==> src/rtl/reg_file_if.sv <==
`default_nettype none
// ============================================================================
// Module   : reg_file_if
// Purpose  : Access bus for reg_file (address, write data, qualifiers, reads)
// Revision : 1.0
// ============================================================================
interface reg_file_if;
    logic [3:0] addr;
    logic [3:0] data_in;
    logic       write_enable;
    logic       select;
    logic [3:0] data_out;
    logic [7:0] pair_data_out;

    modport master (
        output addr,
        output data_in,
        output write_enable,
        output select,
        input  data_out,
        input  pair_data_out
    );

    modport slave (
        input  addr,
        input  data_in,
        input  write_enable,
        input  select,
        output data_out,
        output pair_data_out
    );
endinterface
`default_nettype wire

==> src/rtl/reg_file.sv <==
`default_nettype none
// ============================================================================
// Module   : reg_file
// Purpose  : 16 x 4-bit register file, registered read, write-through,
//            combinational even/odd register-pair view
// Revision : 1.0
// ============================================================================
module reg_file (
    input  wire        clock,
    input  wire        reset,
    reg_file_if.slave  bus
);
    localparam int c_DEPTH = 16;

    logic [3:0] r_mem [c_DEPTH];
    logic [3:0] r_data_out;
    logic [3:0] w_even_idx;
    logic [3:0] w_odd_idx;

    // Plain if() treats X/Z on reset, select and write_enable as inactive.
    always_ff @(posedge clock) begin
        if (reset) begin
            for (int i = 0; i < c_DEPTH; i++) begin
                r_mem[i] <= 4'h0;
            end
            r_data_out <= 4'h0;
        end else if (bus.select) begin
            if (bus.write_enable) begin
                r_mem[bus.addr] <= bus.data_in;
                r_data_out      <= bus.data_in;
            end else begin
                r_data_out      <= r_mem[bus.addr];
            end
        end
    end

    assign w_even_idx        = {bus.addr[3:1], 1'b0};
    assign w_odd_idx         = {bus.addr[3:1], 1'b1};
    assign bus.data_out      = r_data_out;
    assign bus.pair_data_out = {r_mem[w_even_idx], r_mem[w_odd_idx]};
endmodule
`default_nettype wire

==> src/flat_wrapper.sv <==
// flat-port wrapper written by rule: the top's interface ports become plain ports
module reg_file_flat 
  (clock, reset, bus_addr, bus_data_in, bus_write_enable, bus_select, bus_data_out, bus_pair_data_out);
  reg_file_if bus_i ();
  input  wire clock;
  input  wire reset;
  input wire logic [$bits(bus_i.addr)-1:0] bus_addr;
  input wire logic [$bits(bus_i.data_in)-1:0] bus_data_in;
  input wire logic [$bits(bus_i.write_enable)-1:0] bus_write_enable;
  input wire logic [$bits(bus_i.select)-1:0] bus_select;
  output wire logic [$bits(bus_i.data_out)-1:0] bus_data_out;
  output wire logic [$bits(bus_i.pair_data_out)-1:0] bus_pair_data_out;
  assign bus_i.addr = bus_addr;
  assign bus_i.data_in = bus_data_in;
  assign bus_i.write_enable = bus_write_enable;
  assign bus_i.select = bus_select;
  assign bus_data_out = bus_i.data_out;
  assign bus_pair_data_out = bus_i.pair_data_out;
  reg_file u_core (.clock(clock), .reset(reset), .bus(bus_i));
endmodule
==> config.mk <==
export PLATFORM = sky130hd
export DESIGN_NAME = reg_file_flat
export DESIGN_NICKNAME = d
export VERILOG_FILES = /design/src/rtl/reg_file_if.sv /design/src/rtl/reg_file.sv /design/src/flat_wrapper.sv
export SDC_FILE = /design/constraint.sdc
export NUM_CORES = 1
export LEC_CHECK = 0
export CORE_MARGIN = 4
export CORE_UTILIZATION = 60
export CTS_BUF_LIST = sky130_fd_sc_hd__clkbuf_8
export DETAILED_ROUTE_END_ITERATION = 8
export PLACE_DENSITY = 0.9
export SLEW_MARGIN = 10
export SYNTH_ARGS = -nofsm -noshare
export SYNTH_HDL_FRONTEND = slang
export SYNTH_SLANG_ARGS = --single-unit
==> constraint.sdc <==
create_clock -name clock -period 2.4 [get_ports clock]
set_input_delay 0.48 -clock clock [delete_from_list [all_inputs] [get_ports clock]]
set_output_delay 0.48 -clock clock [all_outputs]
set_load 0.05 [all_outputs]
==> Word-level counts from Yosys, hierarchy flattened <==
Memory sizes are Yosys's and may differ from the RTL's. A register that Yosys moved wholly into a read port is not among the register bits.
Cells that the tools add are included.
W data, S select, Z words.
{ "op_classes": {"mux": 9, "n_div": 0, "mul": 0, "bitwise_logic": 0, "shifts": 0, "reduce_logical": 1, "addsub": 0, "eq_ne": 0, "magnitude_cmp": 0} }
{ "op_table": {"columns": ["operator", "count"], "rows": [
  ["$mux W4", 2],
  ["$mux W1", 7],
  ["$reduce_or A4 Y1", 1]
]} }
{ "totals": {"out_inout_bits": 12, "rom_bits": 0, "ff_bits": 0, "latch_bits": 0, "ram_bits": 64, "mem_count": 1, "word_cells": 11} }
{ "memory_table": {"columns": ["memory", "words", "width", "read_ports", "rd_clocked_by_memory_dff", "write_ports", "line_no", "source"], "rows": [
  ["u_core.r_mem", 16, 4, 3, 1, 16, "reg_file.sv:15", "logic [3:0] r_mem [c_DEPTH];"]
]} }

==> Logic depth before layout (Yosys ltp) <==
{ "depth": {"depth_word": 6, "ltp_mapped": 6} }

==> Worst setup path before layout <==
No wires, ideal clock.
{ "synth_timing": {"path_type": "in2out", "from": "input port bus_addr[1]", "to": "output port bus_pair_data_out[0]", "n_path_buf": 2, "setup_slack_ns": 0.103, "arrival_time_ns": 1.817, "t_required_ns": 1.920, "stages": 4, "path_cell_list": "buf_6 buf_2 mux4_2 mux2_2"} }
{ "synth_via": {"elab_chain_cells": 1} }
{ "synth_lines": {"columns": ["item", "line_no", "source"], "rows": [
  ["start: declaration", "flat_wrapper.sv:7", "input wire logic [$bits(bus_i.addr)-1:0] bus_addr;"],
  ["$mem_v2 Z16 W4", null, null],
  ["end: declaration", "flat_wrapper.sv:12", "output wire logic [$bits(bus_i.pair_data_out)-1:0] bus_pair_data_out;"]
]} }
Every way passes these cells.

==> Worst setup path after layout <==
{ "layout_timing": {"from": "input port bus_addr[3]", "to": "output port bus_pair_data_out[2]"} }
The elaborated chain is that of the path after synthesis.

==> results.yml <==
placed_design:
  hpwl_mm: 7.528
  portBuffers: 23
  dp_cells: 402
  gp_congestion: 0.9535
sta:
  fin_setup_tns_ns: 0
  rsz0062_at_grt: "no"
  slew_headroom_pct: 56.15
  fin_crit_ns: 2.379
  hold_viol_final: 0
  tightest_slew_ns: 0.6556
  setup_violations: 0
  clock.fmax_mhz: 420.3
  slew_viol_final: 0
  final.setup_skew_ns: 0.01036
  period_share_pct: 99.15
critical_path:
  timing.rr.start: "u_core.r_mem[14][2]"
  critical_path_class: "primary input to primary output"
  cp_cell_sequence: "clkdlybuf4s50_1 -> buf_6 -> mux4_2 -> mux2_2 -> buf_6"
  end_kind: "primary output"
  crit_start: "bus_addr[3]"
  required_ns: 1.92
  critPathMaxFanout: 9
  start_kind: "primary input"
  cp_top_family: "buffers and inverters"
  slowest_delay_ns: 0.47
  crit_slowest_cell: "clkdlybuf4s50_1"
  path_common_cell: "buf_6"
  worstPathArrival_ns: 1.90
  crit_buf_inv: 3
pwr:
  p_leak_nw: 1.766
  power.density_mw_per_mm2: 632.8
  p_switching_uw: 767.0
  pwr-share-seq_pct: 48.6
  switching_share_pct: 26.16
  pwr-share-clk_pct: 34.4
  peakVddDrop_mv: 0.4509
  comb_power_share_pct: 17.0
  p_int_mw: 2.165
  finalPower_mw: 2.932
clock_tree:
  cts_tree: "done"
  cts.sinks: 68
  postCtsHoldBufs: 0
  cts.path.max_buffers: 2
  path_clk_slew_ns: 0.08
  htree_levels: 3
  cts-root-buf: "clkbuf_8"
  cts_buffers: 9
  worstSkewPairLatency_ns: 0.35
global_route:
  grt_overflow: 0
  grt_pass1_vias: 2812
  track_usage_pct: 29.77
  grt_pass1_wl_mm: 16.28
  antenna_found_initial: 0
  grt_max_degree: 19
logic_synthesis:
  synth_area_mm2: 0.003909
  synth.largest_area_cell: "edfxtp_1"
  synth_compound_area_share_pct: 2.049
  synthArstFlopShare_pct: 0
  synth_area_leaders: "edfxtp_1 49%, mux4_2 10%, and2_1 10%"
  synth_top_area_share_pct: 49.17
  ys_types: 32
  synthMuxAreaShare_pct: 22.22
  synth_top_family_by_area: "multiplexers"
  syn_nets: 297
  synth-simple-area-share_pct: 19.94
  synth_xor_area_share_pct: 0
  ys_seq_area_share_pct: 51.22
  synth_fa_ha_area_share_pct: 0
  synth.avg_cell_area_um2: 13.71
  synthCells: 285
  ys_ff_latch: 68
  synth_edf_count: 64
  ys_warn_count: 0
  synthTopCellsByCount: "64 x and2_1, 64 x edfxtp_1, 28 x nor2_1, 18 x mux4_2, 17 x or2_2"
  ys.flop_type: "edfxtp_1"
worst_hold_path:
  min_path_type: "register to register"
  hp-start: "u_core.bus.data_out[3]"
final_layout:
  area_growth_pct: 18.53
  fin_nets: 353
  drive_gt1_share_pct: 31.59
  fin_cells: 422
  antenna_cells: 0
floorplan:
  ioPinCount: 24
  die_area_mm2: 0.007869
  num_rows: 29
  core_mm2: 0.006350
  initial_core_util_pct: 61.56
  die_w_um: 88.71
  die_y_um: 88.71
routing:
  num_vias: 2808
  first_iter_violations: 291
  first_pass_iters: 6
  drc_errors: 0
  wl_mm: 10.89
  avgRoutedWirePerCell_um: 25.80
  routed_via_density: 6.654
  ant_nets: 0
outcome:
  status: "finished clean"
flow_run:
  cap_violations: 0
## stage by stage
stage	utilization, %	worst slack, ns	hold WS, ns	area [um2]
3_5_place_dp	68.39	-0.2891	0.5764	4343
3_3_place_gp	68.39	-0.2600	0.5653	4343
4_1_cts	72.55	0.004870	0.5884	4607
5_1_grt	72.97	0.01297	0.6214	4633
2_1_floorplan	-	0.1027	0.6782	3909
6_report	72.97	0.02050	0.5876	4633
## worst register-to-register path: stages, from the launching register on
cell and delay [ns]:
edfxtp_1 0.45, mux4_1 0.55, mux2i_1 0.22, mux2i_1 0.12
o31a_1 0.26
## worst paths after layout
path                             to  depth (start not counted)  slack (ns)
max            bus_pair_data_out[2]                          5        0.02
min          u_core.bus.data_out[3]                          2        0.59
max reg2reg  u_core.bus.data_out[2]                          4        0.71
min reg2reg  u_core.bus.data_out[3]                          2        0.59
## layout by cell type (no fill, tap or decap), types with 4 or more instances in the layout
cell	count
and2_1	64
nor2_1	28
mux2_2	8
mux4_2	18
mux4_1	10
clkbuf_8	9
dfxtp_1	4
mux2i_1	11
or2_2	17
nand2_1	9
buf_4	44
edfxtp_1	64
clkdlybuf4s50_1	13
o22ai_1	4
## cell families after synthesis
| family | after synthesis |
|---|---|
| AO/OA/AOI/OAI | 10 |
| multiplexers | 47 |
| flip-flops | 68 |
| AND/OR/NAND/NOR | 139 |
| buffers and inverters | 21 |
## metal layers
metal | track usage, % | part of all wire, % | vias up
met3 | 7.914 | 11 | 69
met2 | 46.76 | 47 | 231
met4 | 19.23 | 7.1 | 0
met1 | 36.40 | 35 | 1325
met5 | 0 | 0 | -
li1 | - | - | 1183
## flip-flops by register name (all words and copies together) (netlist names)
| signal | count |
|---|---|
| u_core.r_mem | 64 |
| u_core.bus.data_out | 4 |
## area by class of cell
class / instances / area (um2)
repair buffers: 65 / 599.3
clock inverters: 6 / 80.08
inverters: 1 / 3.754
multi-input cells: 196 / 1728
flip-flops and latches: 68 / 2002
clock buffers: 9 / 123.9
fillers: 371 / 1717
well taps: 77 / 96.34
## timing repair
item | in CTS | in global routing
endpoints found under the setup margin | 8 | 6
resized for setup | 9 | 4
endpoints found under the hold margin | 0 | 0
gates cloned | 2 | 0
setup buffers | 0 | 3
## power by group through the flow
stage               combinational, mW  clock, mW  sequential [mW]
finish                          0.497       1.01             1.43
CTS                             0.483       1.00             1.42
global placement                0.454          0             1.44
global route                    0.522       1.06             1.43
detailed placement              0.465          0             1.44
floorplan                       0.309          0             1.43
No activity file was read; power rests on OpenSTA's default activity.
